`config.mk`:
```
export PLATFORM = sky130hd
export DESIGN_NAME = led_shift_four_mode
export DESIGN_NICKNAME = d
export VERILOG_FILES = /design/src/rtl/led_shift_pkg.sv /design/src/rtl/led_step_prescaler.sv /design/src/rtl/led_shift_four_mode.sv
export SDC_FILE = /design/constraint.sdc
export NUM_CORES = 1
export LEC_CHECK = 0
export CORE_MARGIN = 2
export CORE_UTILIZATION = 40
export CTS_CLUSTER_SIZE = 40
export DETAILED_ROUTE_END_ITERATION = 12
export GPL_TIMING_DRIVEN = 0
export SYNTH_ARGS = -nofsm -noshare
export SYNTH_HDL_FRONTEND = slang
export SYNTH_SLANG_ARGS = --single-unit
export TNS_END_PERCENT = 1
```
`constraint.sdc`:
```
create_clock -name Clk -period 3.8 [get_ports Clk]
set_input_delay 0.95 -clock Clk [delete_from_list [all_inputs] [get_ports Clk]]
set_output_delay 0.95 -clock Clk [all_outputs]
set_load 0.01 [all_outputs]
```
`src/rtl/led_shift_pkg.sv`:
```
// Shared constants and helpers for the four-mode LED shift sequencer.
// Optional build macro used by the top: LED_ACTIVE_LOW_EN (inverts the LED port).
package led_shift_pkg;

  // Pattern mode encodings as seen on the MODE input.
  localparam logic [1:0] MODE_FILL_LSB  = 2'd0;
  localparam logic [1:0] MODE_DRAIN_MSB = 2'd1;
  localparam logic [1:0] MODE_DRAIN_LSB = 2'd2;
  localparam logic [1:0] MODE_FILL_MSB  = 2'd3;

  // Whole-bank pattern constants.
  localparam logic [7:0] LED_ALL_OFF = 8'h00;
  localparam logic [7:0] LED_ALL_ON  = 8'hFF;

  // Fill modes start dark, drain modes start fully lit.
  function automatic logic [7:0] start_pattern(input logic [1:0] mode);
    logic [7:0] pat;
    case (mode)
      MODE_FILL_LSB:  pat = LED_ALL_OFF;
      MODE_DRAIN_MSB: pat = LED_ALL_ON;
      MODE_DRAIN_LSB: pat = LED_ALL_ON;
      MODE_FILL_MSB:  pat = LED_ALL_OFF;
      default:        pat = LED_ALL_OFF;
    endcase
    return pat;
  endfunction

endpackage

```
`src/rtl/led_step_prescaler.sv`:
```
// Step-rate prescaler: counts clocks while SS is high and flags a tick on the
// last count of each STEP_DIV-long period. The count freezes while SS is low.
module led_step_prescaler #(
  parameter int STEP_DIV = 1
) (
  input  logic Clk,
  input  logic RST,
  input  logic SS,
  output logic tick
);

  localparam int               CNT_W    = $clog2(STEP_DIV + 1);
  localparam logic [CNT_W-1:0] LAST_CNT = CNT_W'(STEP_DIV - 1);

  logic [CNT_W-1:0] cnt_q;
  logic [CNT_W-1:0] cnt_d;

  assign tick = SS && (cnt_q == LAST_CNT);

  // Next count: wrap on the tick, advance while running, otherwise hold.
  always_comb begin
    cnt_d = cnt_q;
    if (tick) begin
      cnt_d = {CNT_W{1'b0}};
    end else if (SS) begin
      cnt_d = cnt_q + CNT_W'(1);
    end else begin
      cnt_d = cnt_q;
    end
  end

  // Prescaler count register, cleared asynchronously by reset.
  always_ff @(posedge Clk or negedge RST) begin
    if (!RST) begin
      cnt_q <= {CNT_W{1'b0}};
    end else begin
      cnt_q <= cnt_d;
    end
  end

endmodule

```
`src/rtl/led_shift_four_mode.sv`:
```
// Eight-LED pattern sequencer with four fill/drain modes, stepped by a
// prescaled tick. Build macro LED_ACTIVE_LOW_EN drives the LED port inverted
// for active-low boards; sequencing itself is unaffected.
module led_shift_four_mode
  import led_shift_pkg::*;
#(
  parameter int STEP_DIV = 1
) (
  input  logic       Clk,
  input  logic       RST,
  input  logic       SS,
  input  logic [1:0] MODE,
  output logic [7:0] LED
);

`ifdef LED_ACTIVE_LOW_EN
  localparam logic [7:0] LED_POLARITY = 8'hFF;
`else
  localparam logic [7:0] LED_POLARITY = 8'h00;
`endif

  logic       tick_s;
  logic [1:0] mode_q;
  logic [1:0] mode_d;
  logic [7:0] led_q;
  logic [7:0] led_d;
  logic [7:0] led_next_s;

  led_step_prescaler #(
    .STEP_DIV (STEP_DIV)
  ) u_prescaler (
    .Clk  (Clk),
    .RST  (RST),
    .SS   (SS),
    .tick (tick_s)
  );

  // Next pattern within the current mode; each mode wraps in a single step.
  always_comb begin
    led_next_s = led_q;
    case (mode_q)
      MODE_FILL_LSB:  led_next_s = (led_q == LED_ALL_ON)  ? LED_ALL_OFF : {led_q[6:0], 1'b1};
      MODE_DRAIN_MSB: led_next_s = (led_q == LED_ALL_OFF) ? LED_ALL_ON  : {1'b0, led_q[7:1]};
      MODE_DRAIN_LSB: led_next_s = (led_q == LED_ALL_OFF) ? LED_ALL_ON  : {led_q[6:0], 1'b0};
      MODE_FILL_MSB:  led_next_s = (led_q == LED_ALL_ON)  ? LED_ALL_OFF : {1'b1, led_q[7:1]};
      default:        led_next_s = LED_ALL_OFF;
    endcase
  end

  // On a tick a new mode only reloads its start pattern; otherwise advance.
  always_comb begin
    mode_d = mode_q;
    led_d  = led_q;
    if (tick_s) begin
      if (MODE != mode_q) begin
        mode_d = MODE;
        led_d  = start_pattern(MODE);
      end else begin
        led_d  = led_next_s;
      end
    end else begin
      mode_d = mode_q;
      led_d  = led_q;
    end
  end

  // Mode and pattern registers, cleared asynchronously by reset.
  always_ff @(posedge Clk or negedge RST) begin
    if (!RST) begin
      mode_q <= MODE_FILL_LSB;
      led_q  <= LED_ALL_OFF;
    end else begin
      mode_q <= mode_d;
      led_q  <= led_d;
    end
  end

  // Port polarity is a constant mask on the registered pattern.
  assign LED = led_q ^ LED_POLARITY;

endmodule

```
; ---- Yosys cells after proc, flatten, opt, wreduce, memory -nomap -nowiden
; Index checks and enable logic that the tools add are counted.
[totals]
output_inout_bits = 8
elab_cells = 30
regBits = 11
[classes]
bitwise_logic = 1
reduce_logical = 8
n_mux = 9
n_addsub = 1
eq_ne = 8
[op_table]
columns = op, n
row1 = 2-to-1 mux 8 bit, 5
row2 = one-hot mux 8 bit (4 select lines), 1
row3 = one-hot mux 8 bit (2 select lines), 1
row4 = "== test 2 bit, second input constant", 4
row5 = "== test 8 bit, second input constant", 1
row6 = zero test 8 bit, 1
row7 = "== test 2 x 1 -> 1 bit, second input constant", 2
row8 = zero test 2 bit, 2
row9 = OR reduction 2 bit, 2
row10 = 2-to-1 mux 1 bit, 2
row11 = inequality test 2 bit, 1
row12 = AND reduction 2 bit, 1
row13 = nonzero test 2 bit, 1
row14 = "adder 1 bit, second input constant", 1
row15 = logical AND 1 bit, 1
row16 = NOT 1 bit, 1

; ---- Logic depth before layout (Yosys ltp)
[depth]
depth_word = 4
ltp_mapped = 6
depth_no_buf = 5

; ---- Cells and area by module
; From an unflattened synthesis, not the netlist that was laid out.
[unflattened]
hier_cells = 107
hier_area_um2 = 909.6
[by_module_without_submodules]
columns = mod, area_each_um2, cells_each, instances
row1 = led_shift_four_mode, 869.6, 104, 1
row2 = led_step_prescaler, 40.0, 3, 1

; ---- Worst setup path before layout
; Ideal clock, no wire load.
[synth_timing]
kind = input-to-reg
from = input port SS
to = register led_q[4], in the netlist LED[4]
path_buffers = 0
t_arrival_ns = 1.713
stages = 4
setup_slack_ns = 1.965
t_required_ns = 3.679
path_cell_list = nor2b_1 -> o311a_1 -> o21ai_1 -> o22a_1
[synth_via]
elab_chain_cells = 1
[synth_rtl]
columns = item, line
row1 = "start, declared", led_shift_four_mode.sv:11  ; input logic SS,
row2 = logical AND 1 bit, led_step_prescaler.sv:18  ; assign tick = SS && (cnt_q == LAST_CNT);
row3 = "end signal, assigned", led_shift_four_mode.sv:74  ; led_q <= led_d;
row4 = "end, declared", led_shift_four_mode.sv:25  ; logic [7:0] led_q;
; No other way between the ends.
; A chain may end at the register's enable or synchronous reset.

; ---- Worst setup path after layout
; Same ends and word-level chain as after synthesis.

==> impl_metrics.json <==
{
  "outcome": "finished clean",
  "seqPwrFrac_pct": 39.7,
  "io_buffers": 12,
  "first_iter_violations": 62,
  "wl_per_cell_um": 16.30,
  "first_pass_iters": 5,
  "crit_path_end_kind": "flip-flop",
  "area_growth_pct": 21.05,
  "yosys.area.top_type_share_pct": 32.16,
  "period_needed_ns": 2.402,
  "switchingPower_w": 0.0001658,
  "synth_top_area_cell": "dfrtp_1",
  "slowest_stage": "o311a_1",
  "clock_path_buffers": 2,
  "start_util_pct": 43.18,
  "min_path_type": "reg -> reg",
  "num_antenna_cells": 0,
  "post_synth_instance_area_um2": 855.8,
  "final_cells": 147,
  "htree_levels": 1,
  "grt_use_met3_pct": 1.786,
  "cp.arrival_ns": 2.58,
  "p_comb_share_pct": 39.5,
  "clk_latency_ns": 0.28,
  "syn_inst": 104,
  "die-area_um2": 2526,
  "hold_viol": 0,
  "grt_util_met1_pct": 27.39,
  "hold_depth": 1,
  "grt_pass1_wl_um": 3739,
  "vdd_drop_max_v": 0.0002120,
  "post_cts_buffers": 0,
  "syn_area_per_cell_um2": 8.229,
  "synth_seq_area_share_pct": 32.16,
  "setup-violations-final": 0,
  "cts_sinks": 11,
  "finalCritPeriodShare_pct": 63.22,
  "ys_types": 37,
  "grt_util_met2_pct": 30.26,
  "tightestPinTransition_ns": 0.5387,
  "synth-seq-cells": 11,
  "switching_share_pct": 40.23,
  "yosysWarnings": 0,
  "worst-path-max-fanout": 8,
  "fp.dieW_um": 50.26,
  "overflow": 0,
  "busiest_layer": "met2",
  "ctsHoldBuffers": 0,
  "core-area_um2": 1982,
  "slew_headroom_pct": 63.98,
  "cts_made_buffers": 3,
  "leakage_nw": 0.3853,
  "crit_type": "in -> reg",
  "grt_pass1_vias": 817,
  "fin_setup_tns_ns": 0,
  "grt_use_total_pct": 19.77,
  "rows": 16,
  "crit_chain": "clkdlybuf4s50_1, nor2b_1, o311a_1, o21ai_1, o22a_1",
  "power_density_nw_per_um2": 397.8,
  "rrSetupSlack_ns": 1.88,
  "drive_gt1_share_pct": 7.500,
  "die_h_um": 50.26,
  "vias": 921,
  "dp_hpwl_um": 1629,
  "gp_congestion": 0.8908,
  "drcViolationCount": 0,
  "cts_tree": "yes",
  "dp.cells": 143,
  "synth_area_leaders": "dfrtp_1 (32%), a21oi_1 (7.6%), nor2_1 (4.8%)",
  "syn-num-nets": 109,
  "cts-resized-gates": 0,
  "reg2reg_depth": 6,
  "internal-power_w": 0.0002463,
  "clockRootBuffer": "clkbuf_4",
  "clkPwrFrac_pct": 20.8,
  "fin_nets": 126,
  "drv_cap": 0,
  "critPathLaunchType": "primary input",
  "drt-total-wl_um": 2396,
  "required_ns": 3.98,
  "cpPeakStageDelay_ns": 0.48,
  "drtAntennaViolNets": 0,
  "rsz0062_at_grt": "no",
  "fmax_mhz": 416.3,
  "clk_pin_slew_ns": 0.08,
  "grt_antenna_before_repair": 0,
  "io_pins": 13,
  "vias_per_cell": 6.265,
  "grt_max_degree": 12,
  "utilization_pct": 52.27,
  "fin_skew_ns": 0.008198,
  "slew_viol_final": 0
}
## layout make-up
class                      count  area [µm²]
clock buffer                   4       26.28
inverter                       4       15.01
fill                         200       945.9
timing repair buffer          12       120.1
tap                           27       33.78
sequential                    11       275.3
buffer                         5       33.78
multi-input combinational     84       531.8
## power by group through the flow
stage                     sequential [W]  combinational (W)   clock, W
final                           0.000164           0.000163  0.0000856
after floorplan                 0.000167          0.0000952          0
after detailed placement        0.000165           0.000159          0
after global routing            0.000167           0.000176  0.0000946
after CTS                       0.000163           0.000161  0.0000865
after global placement          0.000164           0.000159          0
## synth_stat cells
cell / n
a211o_1: 1
nor2_1: 11
and2_1: 1
buf_6: 2
a221oi_1: 1
a31oi_1: 3
dfrtp_1: 11
nor2b_1: 2
nand2_1: 4
or2_4: 1
clkinv_1: 1
a211oi_1: 1
nor4_4: 1
o21ai_1: 4
nand3b_1: 2
nor3_4: 1
o22a_1: 1
nand3_1: 4
nand4_1: 3
o211ai_1: 4
o311a_1: 1
nor4_1: 2
a21oi_1: 13
a311oi_1: 2
o21ai_0: 8
o21a_1: 1
and4_1: 2
mux2i_1: 2
o211a_1: 1
xnor2_1: 2
and3_1: 1
o311ai_1: 1
o22ai_1: 1
nand2b_1: 1
inv_1: 3
a21oi_2: 1
clkbuf_1: 3
## final timing paths
| path | from | end |
|---|---|---|
| worst max-delay path | SS | LED[4] |
| worst max register to register | LED[4] | LED[6] |
| max in group asynchronous | RST | LED[0] |
| worst min-delay path | u_prescaler.cnt_q | u_prescaler.cnt_q |
| min in group asynchronous | RST | LED[5] |
| worst min register to register | u_prescaler.cnt_q | u_prescaler.cnt_q |
## sequential cells by signal, indices dropped and copies added (netlist names)
| register | flops |
|---|---|
| mode_q | 2 |
| LED | 8 |
| u_prescaler.cnt_q | 1 |
## critical path: cells and delay by family
kind	cells	cell delay (ns)
simple gates	1	0.39
compound gates	3	0.77
buf+inv	1	0.47
## through the flow
step	setup WS (ns)	cell area (µm²)	total power [W]	hold WS (ns)
floorplan	1.965	855.8	0.0002618	0.4649
CTS	1.410	1036	0.0004102	0.5129
global route	1.349	1036	0.0004372	0.5418
finish	1.398	1036	0.0004121	0.5128
global placement	1.086	1010	0.0003230	0.4863
detailed placement	1.117	1010	0.0003239	0.4885
## cells in the final DEF (no fill, tap or decap)
master / count
inv_1: 3
nand2_1: 4
clkinv_1: 1
dfrtp_1: 11
nor2b_1: 2
clkdlybuf4s50_1: 12
nand4_1: 3
a21oi_1: 13
a21oi_2: 1
o21ai_0: 8
clkbuf_1: 4
a211oi_1: 1
o311ai_1: 1
nand3_1: 4
and3_1: 1
nor3_4: 1
o211ai_1: 4
a221oi_1: 1
nor4_1: 2
mux2i_1: 2
o21ai_1: 4
clkbuf_4: 3
o211a_1: 1
or2_4: 1
nand3b_1: 2
a211o_1: 1
nor2_1: 11
nand2b_1: 1
a311oi_1: 2
o22ai_1: 1
a31oi_1: 3
and2_1: 1
o21a_1: 1
buf_6: 2
xnor2_1: 2
o22a_1: 1
nor4_4: 1
o311a_1: 1
and4_1: 2
## logic make-up (layout without fill, tap and decap cells)
logic type | after synthesis | count (layout) | synth area share (%)
xor+xnor | 2 | 2 | 2.047
mux | 2 | 2 | 2.339
buf+inv | 9 | 25 | 5.701
compound gates | 44 | 44 | 32.31
simple gates | 36 | 36 | 25.44
flops | 11 | 11 | 32.16
## metal layers
layer | part of all wire (%) | vias up | wire, µm
met5 | 0 | - | 0
met2 | 45 | 40 | 1090
li1 | - | 436 | -
met1 | 47 | 438 | 1117
met4 | 2.3 | 0 | 56
met3 | 5.5 | 7 | 131
(Power assumes the default switching activity.)
